<file path="src/rtl/room_controller_if.sv">
// Shared types and the button/status bundle of the adventure game sequencer.
//
// room_controller_pkg
//   room_state_type : 3-bit room encoding r_0 (Cave) .. r_6 (Graveyard).
//
// room_controller_if : signals exchanged with the room controller.
//   n, s, e, w      : direction buttons (level; the controller edge-detects them).
//   founded_sword   : sword-held flag coming back from the sword tracker.
//   room            : current room.
//   win, dead       : victory / graveyard status.
//   moves           : number of accepted moves.
//   moved           : one-cycle pulse after an accepted move.
//   modport master  : stimulus side (buttons, sword flag).
//   modport slave   : controller side.

package room_controller_pkg;
    typedef enum logic [2:0] {
        r_0 = 3'd0,  // Cave
        r_1 = 3'd1,  // Tunnel
        r_2 = 3'd2,  // River
        r_3 = 3'd3,  // Sword Stash
        r_4 = 3'd4,  // Dragon's Den
        r_5 = 3'd5,  // Victory
        r_6 = 3'd6   // Graveyard
    } room_state_type;
endpackage

interface room_controller_if;
    import room_controller_pkg::*;

    logic           n;
    logic           s;
    logic           e;
    logic           w;
    logic           founded_sword;
    room_state_type room;
    logic           win;
    logic           dead;
    logic [7:0]     moves;
    logic           moved;

    modport master (
        output n, s, e, w, founded_sword,
        input  room, win, dead, moves, moved
    );

    modport slave (
        input  n, s, e, w, founded_sword,
        output room, win, dead, moves, moved
    );
endinterface

</file>
<file path="src/rtl/room_controller.sv">
// Adventure game sequencer: tracks the player's room from edge-detected
// direction buttons, resolves the Dragon's Den with the sword flag and
// kills the player once the move budget is spent outside the dungeon end.
//
// Ports
//   clk   : system clock, all state changes on posedge.
//   reset : asynchronous, active-high.
//   bus   : room_controller_if.slave (buttons, sword flag, room/status outputs).
// Parameters
//   MAX_MOVES : accepted moves allowed before a timeout death (1..255).

module room_controller
    import room_controller_pkg::*;
#(
    parameter int unsigned MAX_MOVES = 32
) (
    input  logic          clk,
    input  logic          reset,
    room_controller_if.slave bus
);

    localparam logic [7:0] MAX_MOVES_C = MAX_MOVES[7:0];

    // Button vector bit order is {n, s, e, w}.
    localparam logic [3:0] P_N = 4'b1000;
    localparam logic [3:0] P_S = 4'b0100;
    localparam logic [3:0] P_E = 4'b0010;
    localparam logic [3:0] P_W = 4'b0001;

    logic [3:0]     btn_s;
    logic [3:0]     pulse_s;
    logic           single_s;
    logic           timeout_s;
    logic           accept_s;
    room_state_type room_next_s;
    logic [7:0]     moves_next_s;

    logic [3:0]     btn_q_r;
    // A button only counts once it has been seen low after reset, so a
    // button held through reset release cannot fake a press.
    logic [3:0]     arm_r;
    room_state_type room_r;
    logic [7:0]     moves_r;
    logic           moved_r;
    logic           win_r;
    logic           dead_r;

    // Rising-edge detection and single-press qualification.
    always_comb begin
        btn_s     = {bus.n, bus.s, bus.e, bus.w};
        pulse_s   = btn_s & ~btn_q_r & arm_r;
        single_s  = (pulse_s != 4'd0) && ((pulse_s & (pulse_s - 4'd1)) == 4'd0);
        timeout_s = (moves_r == MAX_MOVES_C) &&
                    (room_r inside {r_0, r_1, r_2, r_3});
    end

    // Next-room decode: timeout first, then the room map.
    always_comb begin
        room_next_s = room_r;
        accept_s    = 1'b0;
        if (timeout_s) begin
            room_next_s = r_6;
            accept_s    = 1'b0;
        end else begin
            case (room_r)
                r_0: begin
                    if (single_s && (pulse_s == P_E)) begin
                        room_next_s = r_1;
                        accept_s    = 1'b1;
                    end else begin
                        room_next_s = room_r;
                        accept_s    = 1'b0;
                    end
                end
                r_1: begin
                    if (single_s && (pulse_s == P_S)) begin
                        room_next_s = r_2;
                        accept_s    = 1'b1;
                    end else if (single_s && (pulse_s == P_W)) begin
                        room_next_s = r_0;
                        accept_s    = 1'b1;
                    end else begin
                        room_next_s = room_r;
                        accept_s    = 1'b0;
                    end
                end
                r_2: begin
                    if (single_s && (pulse_s == P_W)) begin
                        room_next_s = r_3;
                        accept_s    = 1'b1;
                    end else if (single_s && (pulse_s == P_E)) begin
                        room_next_s = r_4;
                        accept_s    = 1'b1;
                    end else begin
                        room_next_s = room_r;
                        accept_s    = 1'b0;
                    end
                end
                r_3: begin
                    if (single_s && (pulse_s == P_E)) begin
                        room_next_s = r_2;
                        accept_s    = 1'b1;
                    end else begin
                        room_next_s = room_r;
                        accept_s    = 1'b0;
                    end
                end
                // The dragon resolves on the edge after arrival; not a move.
                r_4: begin
                    if (bus.founded_sword) begin
                        room_next_s = r_5;
                    end else begin
                        room_next_s = r_6;
                    end
                    accept_s = 1'b0;
                end
                r_5, r_6: begin
                    room_next_s = room_r;
                    accept_s    = 1'b0;
                end
                // Unused encoding: fall back to the start room.
                default: begin
                    room_next_s = r_0;
                    accept_s    = 1'b0;
                end
            endcase
        end
    end

    // Move counter saturates at 255.
    always_comb begin
        moves_next_s = moves_r;
        if (accept_s && (moves_r != 8'd255)) begin
            moves_next_s = moves_r + 8'd1;
        end else begin
            moves_next_s = moves_r;
        end
    end

    // Button history and arming flags.
    always_ff @(posedge clk or posedge reset) begin
        if (reset) begin
            btn_q_r <= 4'd0;
            arm_r   <= 4'd0;
        end else begin
            btn_q_r <= btn_s;
            arm_r   <= arm_r | ~btn_s;
        end
    end

    // Game state and registered status outputs.
    always_ff @(posedge clk or posedge reset) begin
        if (reset) begin
            room_r  <= r_0;
            moves_r <= 8'd0;
            moved_r <= 1'b0;
            win_r   <= 1'b0;
            dead_r  <= 1'b0;
        end else begin
            room_r  <= room_next_s;
            moves_r <= moves_next_s;
            moved_r <= accept_s;
            win_r   <= (room_next_s == r_5);
            dead_r  <= (room_next_s == r_6);
        end
    end

    assign bus.room  = room_r;
    assign bus.moves = moves_r;
    assign bus.moved = moved_r;
    assign bus.win   = win_r;
    assign bus.dead  = dead_r;

endmodule

</file>
<file path="src/flat_wrapper.sv">
// flat-port wrapper written by rule: the top's interface ports become plain ports
module room_controller_flat import room_controller_pkg::*;
#(
    parameter int unsigned MAX_MOVES = 32
)
  (clk, reset, bus_n, bus_s, bus_e, bus_w, bus_founded_sword, bus_room, bus_win, bus_dead, bus_moves, bus_moved);
  room_controller_if bus_i ();
  input  logic clk;
  input  logic reset;
  input wire logic [$bits(bus_i.n)-1:0] bus_n;
  input wire logic [$bits(bus_i.s)-1:0] bus_s;
  input wire logic [$bits(bus_i.e)-1:0] bus_e;
  input wire logic [$bits(bus_i.w)-1:0] bus_w;
  input wire logic [$bits(bus_i.founded_sword)-1:0] bus_founded_sword;
  output wire logic [$bits(bus_i.room)-1:0] bus_room;
  output wire logic [$bits(bus_i.win)-1:0] bus_win;
  output wire logic [$bits(bus_i.dead)-1:0] bus_dead;
  output wire logic [$bits(bus_i.moves)-1:0] bus_moves;
  output wire logic [$bits(bus_i.moved)-1:0] bus_moved;
  assign bus_i.n = bus_n;
  assign bus_i.s = bus_s;
  assign bus_i.e = bus_e;
  assign bus_i.w = bus_w;
  assign bus_i.founded_sword = bus_founded_sword;
  assign bus_room = bus_i.room;
  assign bus_win = bus_i.win;
  assign bus_dead = bus_i.dead;
  assign bus_moves = bus_i.moves;
  assign bus_moved = bus_i.moved;
  room_controller #(.MAX_MOVES(MAX_MOVES)) u_core (.clk(clk), .reset(reset), .bus(bus_i));
endmodule
</file>
<file path="config.mk">
export PLATFORM = sky130hd
export DESIGN_NAME = room_controller_flat
export DESIGN_NICKNAME = d
export VERILOG_FILES = /design/src/rtl/room_controller_if.sv /design/src/rtl/room_controller.sv /design/src/flat_wrapper.sv
export SDC_FILE = /design/constraint.sdc
export NUM_CORES = 1
export LEC_CHECK = 0
export ABC_AREA = 1
export CORE_ASPECT_RATIO = 0.7
export CORE_MARGIN = 4
export CORE_UTILIZATION = 46
export DETAILED_ROUTE_END_ITERATION = 10
export PLACE_DENSITY = 0.78
export REMOVE_ABC_BUFFERS = 1
export SLEW_MARGIN = 10
export SYNTH_ARGS = -nofsm -noshare
export SYNTH_HDL_FRONTEND = slang
export SYNTH_SLANG_ARGS = --single-unit
</file>
<file path="constraint.sdc">
create_clock -name clk -period 1.3 [get_ports clk]
set_clock_uncertainty 0.05 [all_clocks]
set_input_delay 0.13 -clock clk [delete_from_list [all_inputs] [get_ports clk]]
set_output_delay 0.13 -clock clk [all_outputs]
set_load 0.05 [all_outputs]
</file>
==> flow_summary_export.csv <==
group,metric,value,unit
outcome,outcome,"finished, violations left",
outcome,violations,"setup timing",
logic_synthesis,synth_compound_area_share,2.24,%
clock_tree,ctsRootBufferMaster,"clkbuf_4",
floorplanning,io_pins,21,
power,combPwrFrac,8.3,%
clock_tree,clk_latency,0.32,ns
setup_path,critPathCaptureType,"flop",
setup_path,criticalPathCategory,"reg -> reg",
logic_synthesis,syn_inst,149,
logic_synthesis,synth_area_leaders,"dfrtp_1 (47%), nand2_1 (14%), inv_1 (7.7%), nand3_1 (6.4%), nand4_1 (6.4%)",
finish,drive_gt1_share,40.8,%
logic_synthesis,yosysTopAreaCell,"dfrtp_1",
clock_tree,cts_tree,"yes",
sta,setup_viol,15,
hold_path,min_path_type,"in -> async",
global_routing,grt_overflow,0,
power,peakVddDrop,0.590,mV
finish,fillers,132,
setup_path,worst_setup_path_start_kind,"flop",
sta,fmax,628,MHz
clock_tree,clockBufferDepth,2,
finish,antennaDiodeCount,0,
sta,fin_crit_sh,122,%
sta,hold_viol,0,
power,p_switching,271,uW
logic_synthesis,ys_ff_latch,22,
power,p_sw_share,23.1,%
logic_synthesis,synth.area.mux_share,0,%
finish,nets,223,
logic_synthesis,synth_simple_gate_area_share,37.7,%
finish,final_common_cell,"nand2_1",
clock_tree,clk_pin_slew,0.12,ns
setup_path,worstPathArrival,1.76,ns
global_routing,antenna_found_initial,0,
global_routing,grt.total_usage,24.4,%
finish,mostFrequentLayoutCells,"nand2_1 (40), buf_4 (33), dfrtp_1 (22)",
logic_synthesis,synth_top_family_by_area,"simple AND/OR/NAND/NOR gates",
placement,dp_hpwl,2380,um
placement,post-place-ws,-0.456,ns
global_routing,grt_pass1_wl,6270,um
setup_path,path_buf_inv,2,
power,power_frac_clock,32.5,%
sta,min_period,1.59,ns
power,p_per_area,583,nW/um^2
logic_synthesis,synth_area_per_cell,7.88,um^2
logic_synthesis,synth.distinct_cells,18,
sta,tightestPinTransition,0.374,ns
floorplanning,floorplan.rows,15,
power,power_frac_seq,59.2,%
route,drt_first_pass_iters,5,
global_routing,grt_pass1_vias,1350,
clock_tree,cts.htree.levels,1,
clock_tree,postCtsHoldBufs,0,
sta,rsz0062_at_grt,"yes",
setup_path,max_stage_delay,0.42,ns
logic_synthesis,synthAdderAreaFrac,2.13,%
sta,maxSlewViolCount,0,
clock_tree,cts_num_sinks,22,
route,ant_nets,0,
logic_synthesis,synth_top_area_share,46.9,%
setup_path,path_max_fanout,5,
floorplanning,initial_core_util,48.1,%
floorplanning,die_h,50.3,um
setup_path,crit_family,"simple AND/OR/NAND/NOR gates",
setup_path,crit_start,"u_core.bus.moves[1]$_DFFE_PP0P_",
sta,tns,-2.69,ns
placement,portBuffers,20,
route,wl,4350,um
finish,final_util,82.5,%
sta,slew-limit-headroom,75.0,%
logic_synthesis,syn_area,1170,um^2
route,drc,0,
run,cap_violations,0,
sta,finalWorstSetupSlack,-0.292,ns
clock_tree,cts_made_buffers,3,
floorplanning,dieArea,3440,um^2
setup_path,critical_path_required,1.47,ns
finish,synthToLayoutAreaGrowth,71.4,%
setup_path,r2r-start,"u_core.bus.moves[1]$_DFFE_PP0P_",
placement,gp_congestion,0.896,
route,initialDrtViolationCount,150,
power,internal-power,903,uW
route,wire_per_inst,17.6,um
power,leakage,1.00,nW
logic_synthesis,yosys_warnings,0,
route,viasPerCell,5.54,
logic_synthesis,synthXorXnorAreaFrac,2.99,%
setup_path,crit_slowest_cell,"dfrtp_1",
global_routing,grt_max_degree,23,
setup_path,worstPathCellList,"inv_2 > ha_4 > nand4_1 > nor2_4 > nor2_4 > buf_6 > nand4_1 > nand2_1",
logic_synthesis,seq_area_frac_synth,46.9,%
floorplanning,placeableCoreArea,2440,um^2
route,num_vias,1369,
floorplanning,die_width,68.4,um
[worst reg2reg max path, stage by stage, from the launching register on]
cell,delay (ns)
dfrtp_1,0.42
inv_2,0.09
ha_4,0.13
nand4_1,0.17
nor2_4,0.22
nor2_4,0.08
buf_6,0.14
nand4_1,0.10
nand2_1,0.09
[stage by stage]
| step | instance area [um^2] | power [mW] | cells | hold slack (ns) |
|---|---|---|---|---|
| floorplan | 1170 | 0.743 | 149 | 0.0692 |
| global placement | 1780 | 0.779 | 233 | 0.389 |
| detailed placement | 1780 | 0.783 | 233 | 0.401 |
| CTS | 1950 | 1.16 | 245 | 0.0912 |
| global route | 2010 | 1.22 | 247 | 0.0930 |
| finish | 2010 | 1.17 | 247 | 0.0773 |
[kinds of logic (layout without fill, tap and decap cells)]
group                      after synthesis  after routing
buffers and inverters                   25             88
and+or+nand+nor                         92             93
adders and majority gates                2              2
AOI/OAI and AO/OA                        4              4
xor gates and xnor gates                 4              4
DFF                                     22             22
[power groups by stage]
stage          Combinational [mW]  Clock, mW  Sequential (mW)
5_1_grt                     0.105      0.416            0.696
4_1_cts                    0.0819      0.384            0.694
2_1_floorplan              0.0374          0            0.706
6_report                   0.0974      0.382            0.695
3_5_place_dp               0.0759          0            0.707
3_3_place_gp               0.0728          0            0.706
[layout make-up]
class                      count  area [um^2]  area share, %
sequential                    22          551           27.4
timing repair buffer          59          656           32.6
tap                           34         42.5           2.11
multi-input combinational    103          633           31.5
clock buffer                   4         36.3           1.80
inverter                      25         93.8           4.66
[routing by layer]
metal  track usage [%]  vias up  wire length, um
li1                  -      611                -
met1              30.9      654             1710
met2              41.6       83             2150
met3              3.58       21              312
met4              9.24        0              171
met5                 0        -                0
[path summary, 6_finish.rpt]
path	endpoint	slack (ns)	cells after the start
setup / recovery	u_core.bus.moves[7]$_DFFE_PP0P_	-0.29	8
hold / removal	u_core.btn_q_r[2]$_DFF_PP0_	0.08	3
setup reg to reg	u_core.bus.moves[7]$_DFFE_PP0P_	-0.29	8
hold reg to reg	u_core.arm_r[3]$_DFF_PP0_	0.43	2
max in group asynchronous	u_core.btn_q_r[3]$_DFF_PP0_	0.91	3
min in group clk	u_core.btn_q_r[3]$_DFF_PP0_	0.26	1
[cells in the mapped netlist]
master and instances:
xor2_1 4, nor2_4 1, nand2_2 1, o211ai_1 2, nor3_1 2, nor2_2 1, nand3_1 15, o21ai_0 1
dfrtp_1 22, inv_1 24, a31oi_1 1, nand4_1 12, nor2_1 14, ha_1 2, nand3_4 2, inv_2 1
nand3_2 1, nand2_1 43
[sequential cells by signal (all words and copies together) (netlist names)]
register          count
u_core.bus.moved      1
u_core.btn_q_r        4
u_core.arm_r          4
u_core.bus.win        1
u_core.bus.room       3
u_core.bus.dead       1
u_core.bus.moves      8
[timing repair]
action / CTS / global route
gates resized for setup: 19 / 17
pin swaps: 24 / 14
setup buffers: 8 / 3
cloned: 1 / 0
endpoints found under the setup margin: 13 / 15
Power figures use the tool's default switching activity.
